$ cat src/rtl/parking_pkg.sv
`default_nettype none
// ============================================================================
// Module      : parking_pkg
// Description : Shared parking-lot constants for the conditioner and display.
// Revision    : 1.0 - initial release
// ============================================================================
package parking_pkg;

  localparam int C_NUM_SLOTS       = 5;
  localparam int C_CLOCK_HZ        = 100000000;
  localparam int C_DEBOUNCE_CYCLES = 1000000;

  // Debounce counter width, never below one bit.
  function automatic int debounce_width(input int cycles);
    return (cycles > 1) ? $clog2(cycles) : 1;
  endfunction

endpackage : parking_pkg
`default_nettype wire

$ cat src/rtl/slot_debouncer.sv
`default_nettype none
// ============================================================================
// Module      : slot_debouncer
// Description : Synchronizer, debounce counter and edge pulses for one slot.
// Revision    : 1.0 - initial release
// ============================================================================
module slot_debouncer
  import parking_pkg::*;
#(
  parameter int DEBOUNCE_CYCLES = C_DEBOUNCE_CYCLES
) (
  input  logic clock,
  input  logic reset_n,
  input  logic sensor_raw,
  output logic stable,
  output logic stable_next,
  output logic arrive_pulse,
  output logic depart_pulse
);

  localparam int            CW     = debounce_width(DEBOUNCE_CYCLES);
  localparam logic [CW-1:0] C_LAST = CW'(DEBOUNCE_CYCLES - 1);

  logic          r_s1;
  logic          r_s2;
  logic          r_stable;
  logic          r_arrive;
  logic          r_depart;
  logic [CW-1:0] r_count;
  logic [CW-1:0] w_count_next;
  logic          w_stable_next;

  always_comb begin
    w_stable_next = r_stable;
    w_count_next  = '0;
    if (r_s2 != r_stable) begin
      if (r_count == C_LAST) begin
        w_stable_next = r_s2;
      end else begin
        w_count_next = r_count + 1'b1;
      end
    end
  end

  always_ff @(posedge clock) begin
    if (!reset_n) begin
      r_s1     <= 1'b0;
      r_s2     <= 1'b0;
      r_stable <= 1'b0;
      r_count  <= '0;
      r_arrive <= 1'b0;
      r_depart <= 1'b0;
    end else begin
      r_s1     <= sensor_raw;
      r_s2     <= r_s1;
      r_stable <= w_stable_next;
      r_count  <= w_count_next;
      // Pulses come from the next-state bit so they line up with the new level.
      r_arrive <= w_stable_next & ~r_stable;
      r_depart <= ~w_stable_next & r_stable;
    end
  end

  assign stable       = r_stable;
  assign stable_next  = w_stable_next;
  assign arrive_pulse = r_arrive;
  assign depart_pulse = r_depart;

endmodule : slot_debouncer
`default_nettype wire

$ cat src/rtl/slot_sensor_conditioner.sv
`default_nettype none
// ============================================================================
// Module      : slot_sensor_conditioner
// Description : Debounced slot occupancy with count, full flag and pulses.
// Revision    : 1.0 - initial release
// ============================================================================
module slot_sensor_conditioner
  import parking_pkg::*;
#(
  parameter int NUM_SLOTS       = C_NUM_SLOTS,
  parameter int DEBOUNCE_CYCLES = C_DEBOUNCE_CYCLES
) (
  input  logic                           clock,
  input  logic                           reset_n,
  input  logic [NUM_SLOTS-1:0]           sensor_raw,
  output logic [NUM_SLOTS-1:0]           parking_slots,
  output logic [$clog2(NUM_SLOTS+1)-1:0] occupied_count,
  output logic                           full,
  output logic [NUM_SLOTS-1:0]           arrive_pulse,
  output logic [NUM_SLOTS-1:0]           depart_pulse
);

  localparam int CNT_W = $clog2(NUM_SLOTS + 1);

  logic [NUM_SLOTS-1:0] w_stable_next;
  logic [CNT_W-1:0]     w_count_next;
  logic [CNT_W-1:0]     r_occupied_count;
  logic                 r_full;

  generate
    for (genvar i = 0; i < NUM_SLOTS; i++) begin : g_slot
      slot_debouncer #(
        .DEBOUNCE_CYCLES(DEBOUNCE_CYCLES)
      ) u_slot_debouncer (
        .clock        (clock),
        .reset_n      (reset_n),
        .sensor_raw   (sensor_raw[i]),
        .stable       (parking_slots[i]),
        .stable_next  (w_stable_next[i]),
        .arrive_pulse (arrive_pulse[i]),
        .depart_pulse (depart_pulse[i])
      );
    end
  endgenerate

  // Count and full track the next-state vector so they change with the slots.
  always_comb begin
    w_count_next = '0;
    for (int i = 0; i < NUM_SLOTS; i++) begin
      w_count_next = w_count_next + CNT_W'(w_stable_next[i]);
    end
  end

  always_ff @(posedge clock) begin
    if (!reset_n) begin
      r_occupied_count <= '0;
      r_full           <= 1'b0;
    end else begin
      r_occupied_count <= w_count_next;
      r_full           <= &w_stable_next;
    end
  end

  assign occupied_count = r_occupied_count;
  assign full           = r_full;

endmodule : slot_sensor_conditioner
`default_nettype wire

$ cat config.mk
export PLATFORM = sky130hd
export DESIGN_NAME = slot_sensor_conditioner
export DESIGN_NICKNAME = d
export VERILOG_FILES = /design/src/rtl/parking_pkg.sv /design/src/rtl/slot_debouncer.sv /design/src/rtl/slot_sensor_conditioner.sv
export SDC_FILE = /design/constraint.sdc
export NUM_CORES = 1
export LEC_CHECK = 0
export BUFFER_PORTS_ARGS = -buffer_cell sky130_fd_sc_hd__clkbuf_2
export CAP_MARGIN = 30
export CORE_MARGIN = 8
export CORE_UTILIZATION = 55
export DETAILED_ROUTE_END_ITERATION = 8
export PLACE_DENSITY = 0.75
export SYNTH_ARGS = -nofsm -noshare
export SYNTH_HDL_FRONTEND = slang
export SYNTH_SLANG_ARGS = --single-unit
export TNS_END_PERCENT = 30
$ cat constraint.sdc
create_clock -name clock -period 2.7 [get_ports clock]
set_clock_uncertainty 0.1 [all_clocks]
set_input_delay 0.27 -clock clock [delete_from_list [all_inputs] [get_ports clock]]
set_output_delay 0.27 -clock clock [all_outputs]
set_load 0.01 [all_outputs]
==> impl_metrics.yaml, run 1 <==
run_status:
  status: "finished clean"
worst_setup_path:
  worstPathRequired_ps: 3010
  criticalPathCategory: "flop to flop"
  cp_max_fo: 2
  cp_slowest_cell: "fa_1"
  end_kind: "flop"
  slowest_delay_ps: 530
  start_kind: "flop"
  critical_path.cell_chain: "nand3_1, nor4b_2, nand4_1, mux2i_2, fa_1, inv_2, fa_2, ha_4, and2_1"
  worstPathArrival_ps: 2980
clock_network:
  clock-sinks: 129
  cts_buffers: 17
  cts_buffer_depth: 2
  clk_latency_ps: 520
  root_buffer: "clkbuf_8"
  cts_tree: "done"
  cts_htree_levels: 4
  path_clk_slew_ps: 60
cells_and_area:
  drive_above_1_share_pct: 19.71
  nFillCells: 716
  diodes: 0
  ff_latch_area_um2: 2590
  final_cell_area_um2: 6719
  num-nets-final: 693
  multi_input_area_um2: 2739
  finish.utilization_pct: 69.38
  syn_to_final_growth_pct: 23.22
synthesis:
  seq_area_frac_synth_pct: 47.36
  netlist_instances: 603
  synthesis.area_um2: 5453
  async_reset_ff_share_pct: 0
  yosysUniqueCellTypes: 36
  synthesis.nets: 619
  synth_edf_count: 0
  ys_warn_count: 0
  yosys.area.top_type: "dfxtp_1"
  synthTopCellsByCount: "129 x dfxtp_1, 125 x nor2_1, 59 x xor2_1"
  synth_top_area_share_pct: 47.36
  synth_area_leaders: "dfxtp_1 47%, xor2_1 9.5%, nor2_1 8.6%"
  yosysMostFrequentCell: "dfxtp_1"
  synth_ff_type: "dfxtp_1"
  synth-seq-cells: 129
  avgSynthCellArea_um2: 9.043
die:
  die_w_um: 115.6
  row_count: 36
  coreArea_um2: 9684
  dieHeight_um: 115.6
  boundaryPins: 26
  dieArea_um2: 13360
  initial_core_util_pct: 56.30
sta:
  setup-violations-final: 0
  finalHoldViolCount: 0
  finalCriticalPeriod_ps: 2671
  fmax_mhz: 374.4
  maxSlewViolCount: 0
  slew-limit-headroom_pct: 39.95
  rsz0062_at_grt: "true"
  max_slew.worst_pin.slew_ps: 892.5
  post-route-period-util_pct: 98.91
power_and_ir_drop:
  finalPower_mw: 4.267
  cellLeakagePower_nw: 2.465
  intPower_mw: 3.451
  ir_drop_mv: 0.5688
  switching_share_pct: 19.12
  power.switching_uw: 815.7
  power.density_nw_per_um2: 635.1
  seqPwrFrac_pct: 45.0
  p_comb_share_pct: 1.0
  pwr-share-clk_pct: 54.0
grt:
  grt.total_usage_pct: 17.14
  grt_pass1_wl_um: 18290
  grt_max_degree: 33
  grt_pass1_vias: 4190
  antenna_found_initial: 0
  gr-total-overflow: 0
detailed_routing:
  vias: 4202
  drtIter0Drc: 363
  vias_per_cell: 5.106
  antenna_left: 0
  dr.pass1.iters: 9
  wirelength_um: 11440
  drc: 0
  post_drt_wl_per_cell_um: 13.89
placed_design:
  dp_hpwl_um: 7585
  port_buffers: 25
  placed_cell_area_um2: 5958
  place_congestion: 0.8203
flow_run:
  cap_violations: 0
hold_path:
  hold_path.class: "input pin to flop"
-- area by class of cell --
class	instances	area share (%)
tap	133	2.477
clock inverter	10	2.365
sequential	129	38.55
inverter	13	0.7263
timing repair buffer	83	8.529
clock buffer	22	6.592
multi-input combinational	433	40.76
-- worst paths after layout --
path	startpoint	endpoint	slack [ps]	cells after the start
min	reset_n	g_slot[3].u_slot_debouncer.depart_pulse	230	3
max reg2reg	g_slot[1].u_slot_debouncer.r_count[18]	occupied_count[1]	30	9
max	g_slot[1].u_slot_debouncer.r_count[18]	occupied_count[1]	30	9
min reg2reg	g_slot[3].u_slot_debouncer.r_count[0]	g_slot[3].u_slot_debouncer.r_count[0]	320	1
-- timing repair --
item / in CTS / in global routing
gates resized for setup: 3 / 20
setup endpoints to repair: 1 / 3
buffers inserted: 0 / 2
pin swaps: 1 / 7
hold endpoints to repair: 5 / 0
hold buffers: 5 / 0
-- logic make-up after synthesis --
logic type | count (synthesis) | share of synthesized area [%]
buffers and inverters | 41 | 3.993
XOR/XNOR | 94 | 15.10
multiplexers | 6 | 1.147
AO/OA/AOI/OAI | 2 | 0.2294
flip-flops | 129 | 47.36
adder cells (fa/ha/maj) | 9 | 2.340
AND/OR/NAND/NOR | 322 | 29.83
-- layout by cell type (no fill, tap or decap), types with 5 or more instances in the layout --
master         count
dfxtp_1          123
clkbuf_2          25
xor2_1            59
nor4b_2            5
and3_1            12
nor2_1           123
inv_1             12
and2_1            13
nand2_1           38
nor4_1            14
nor3_1            11
nand4_1           25
clkbuf_16         16
nand3_1           48
dlygate4sd3_1      5
dfxtp_2            6
buf_4             53
xnor2_1           35
-- power by group through the flow --
stage / logic, mW / clock network, mW / registers [mW]
2_1_floorplan: 0.0253 / 0 / 1.96
3_3_place_gp: 0.0344 / 0 / 1.96
3_5_place_dp: 0.0359 / 0 / 1.96
4_1_cts: 0.0417 / 2.33 / 1.92
5_1_grt: 0.0468 / 2.43 / 1.92
6_report: 0.0421 / 2.30 / 1.92
-- per-layer routing --
metal / vias up / GRT usage (%) / part of all wire (%)
li1: 2155 / - / -
met1: 1965 / 18.93 / 43
met2: 62 / 29.81 / 51
met3: 20 / 5.784 / 4.5
met4: 0 / 6.480 / 1.6
met5: - / 0 / 0
-- worst max-delay path, delay by kind of cell (launching register included) --
kind                     cells  cell delay (ps)
AND/OR/NAND/NOR              4              750
buffers and inverters        1               50
multiplexers                 1              220
adder cells (fa/ha/maj)      3             1100
flip-flops                   1              340
-- stage by stage --
step | instances | hold slack [ps] | worst slack, ps | setup TNS [ps]
after floorplan | 603 | 297.3 | 23.85 | 0
after global placement | 784 | 314.4 | 68.07 | 0
after detailed placement | 784 | 319.6 | 10.07 | 0
final | 823 | 227.5 | 29.35 | 0
after CTS | 821 | 218.6 | 0.08393 | 0
after global routing | 823 | 276.4 | -58.67 | -132.2
-- registers in the layout, summed over array words and instances (netlist names) --
register,flops
g_slot.u_slot_debouncer.depart_pulse,5
g_slot.u_slot_debouncer.r_s1,5
g_slot.u_slot_debouncer.r_count,100
g_slot.u_slot_debouncer.r_s2,5
g_slot.u_slot_debouncer.stable,5
full,1
g_slot.u_slot_debouncer.arrive_pulse,5
occupied_count,3
Note: power is estimated with default switching activity, not from simulation.
==> run 2, diff against run 1 <==
--- a/config.mk
+++ b/config.mk
@@ -8,9 +8,9 @@
 export BUFFER_PORTS_ARGS = -buffer_cell sky130_fd_sc_hd__clkbuf_2
 export CAP_MARGIN = 30
 export CORE_MARGIN = 8
-export CORE_UTILIZATION = 55
+export CORE_UTILIZATION = 61
 export DETAILED_ROUTE_END_ITERATION = 8
-export PLACE_DENSITY = 0.75
+export PLACE_DENSITY_LB_ADDON = 0.2
 export SYNTH_ARGS = -nofsm -noshare
 export SYNTH_HDL_FRONTEND = slang
 export SYNTH_SLANG_ARGS = --single-unit
==> constraint.sdc (replaced) <==
create_clock -name clock -period 2.72 [get_ports clock]
set_clock_uncertainty 0.1 [all_clocks]
set_input_delay 0.272 -clock clock [delete_from_list [all_inputs] [get_ports clock]]
set_output_delay 0.272 -clock clock [all_outputs]
set_load 0.01 [all_outputs]
==> run 2 against run 1 <==
- worst hold slack got worse by 94 ps
- largest power group unchanged
- global-route usage is 2.1 points higher
- highest routed layer unchanged
- first-iteration DRC count fell by 42%
==> impl_metrics.yaml, run 2 (synthesis results as in run 1) <==
run_status:
  status: "finished clean"
detailed_routing:
  wirelength_um: 11880
  vias: 4355
  vias_per_cell: 5.430
  antenna_left: 0
  dr.pass1.iters: 4
  post_drt_wl_per_cell_um: 14.81
  drtIter0Drc: 212
  drc: 0
die:
  row_count: 34
  dieArea_um2: 12220
  dieHeight_um: 110.5
  boundaryPins: 26
  die_w_um: 110.5
  initial_core_util_pct: 62.83
  coreArea_um2: 8678
cells_and_area:
  diodes: 0
  syn_to_final_growth_pct: 22.72
  top_register: "g_slot.u_slot_debouncer.r_count"
  nFillCells: 607
  largest_register_ff_count: 100
  multi_input_area_um2: 2736
  ff_latch_area_um2: 2591
  final_cell_mix: "122 x nor2_1, 122 x dfxtp_1, 59 x xor2_1"
  num-nets-final: 697
  drive_above_1_share_pct: 21.18
power_and_ir_drop:
  cellLeakagePower_nw: 2.476
  ir_drop_mv: 0.5264
  finalPower_mw: 4.165
  power.density_nw_per_um2: 622.5
grt:
  grt_max_degree: 21
  antenna_found_initial: 0
  grt_pass1_wl_um: 19990
  grt.total_usage_pct: 19.29
  gr-total-overflow: 0
  grt_pass1_vias: 4403
placed_design:
  dp_hpwl_um: 7762
  port_buffers: 25
  pre_cts_slack_ps: 42.54
  place_congestion: 0.8385
sta:
  fmax_mhz: 374.2
  maxSlewViolCount: 0
  finalCriticalPeriod_ps: 2672
  finalHoldViolCount: 0
  post-route-period-util_pct: 98.24
  slew-limit-headroom_pct: 40.17
  max_slew.worst_pin.slew_ps: 889.2
  rsz0062_at_grt: "true"
  setup_slack_ps: 47.91
  setup-violations-final: 0
clock_network:
  cts_buffer_depth: 2
  path_clk_slew_ps: 60
  cts_htree_levels: 4
  cts_buffers: 17
  clock-sinks: 129
  cts_tree: "done"
  clk_latency_ps: 520
  root_buffer: "clkbuf_8"
flow_run:
  cap_violations: 0
worst_setup_path:
  cp_max_fo: 3
  start_kind: "flop"
  end_kind: "flop"
  worstPathArrival_ps: 2990
  criticalPathCategory: "flop to flop"
  worstPathRequired_ps: 3030
hold_path:
  hold_path.class: "input pin to flop"
[run 2: path summary, 6_finish.rpt]
path	from	to	slack, ps	cells past startpoint
max	g_slot[1].u_slot_debouncer.r_count[1]	occupied_count[1]	50	10
min	reset_n	g_slot[3].u_slot_debouncer.depart_pulse	130	3
max reg2reg	g_slot[1].u_slot_debouncer.r_count[1]	occupied_count[1]	50	10
min reg2reg	g_slot[1].u_slot_debouncer.r_count[0]	g_slot[1].u_slot_debouncer.r_count[0]	330	1
[run 2: power breakdown]
group / switching [mW] / internal [mW]
Combinational: 0.0254 / 0.0189
Sequential: 0.00601 / 1.90
Clock: 0.805 / 1.41
[run 2: final cells by class]
class,instances,area share [%]
clock buffers,21,6.563
repair buffers,87,9.013
inverters,13,0.7292
well taps,108,2.019
clock inverters,11,2.057
multi-input cells,433,40.89
flip-flops and latches,129,38.72
[run 2: timing repair]
item	in CTS	in global routing
pin swaps	1	11
endpoints found under the setup margin	1	3
resized for setup	7	21
hold buffers	5	0
buffers inserted	1	5
endpoints found under the hold margin	5	0
[run 2: layer usage]
metal	wire length, um	part of all wire (%)	vias to the layer above	GRT usage (%)
met5	0	0	-	0
met4	234	2.0	0	7.748
li1	-	-	2164	-
met3	461	3.9	27	5.087
met2	5998	51	96	33.03
met1	5182	44	2068	22.30
[run 2: worst max-delay path, cell delays in order (launching register included)]
cell and delay (ps):
dfxtp_1 350, ha_2 190, nand2_1 80, nor2_2 120, nand4_1 190, mux2i_2 240, fa_1 530, inv_2 40
fa_2 360, ha_4 210, and2_4 140
[run 2: metrics by stage]
stage | cell area [um2] | std cells | hold WS, ps | utilization, % | TNS [ps]
6_report | 6691 | 802 | 133.0 | 77.11 | 0
4_1_cts | 6585 | 797 | 119.1 | 75.88 | 0
3_3_place_gp | 5927 | 759 | 314.8 | 68.30 | 0
2_1_floorplan | 5453 | 603 | 299.3 | - | 0
3_5_place_dp | 5927 | 759 | 324.5 | 68.30 | 0
5_1_grt | 6691 | 802 | 147.9 | 77.11 | -52.47
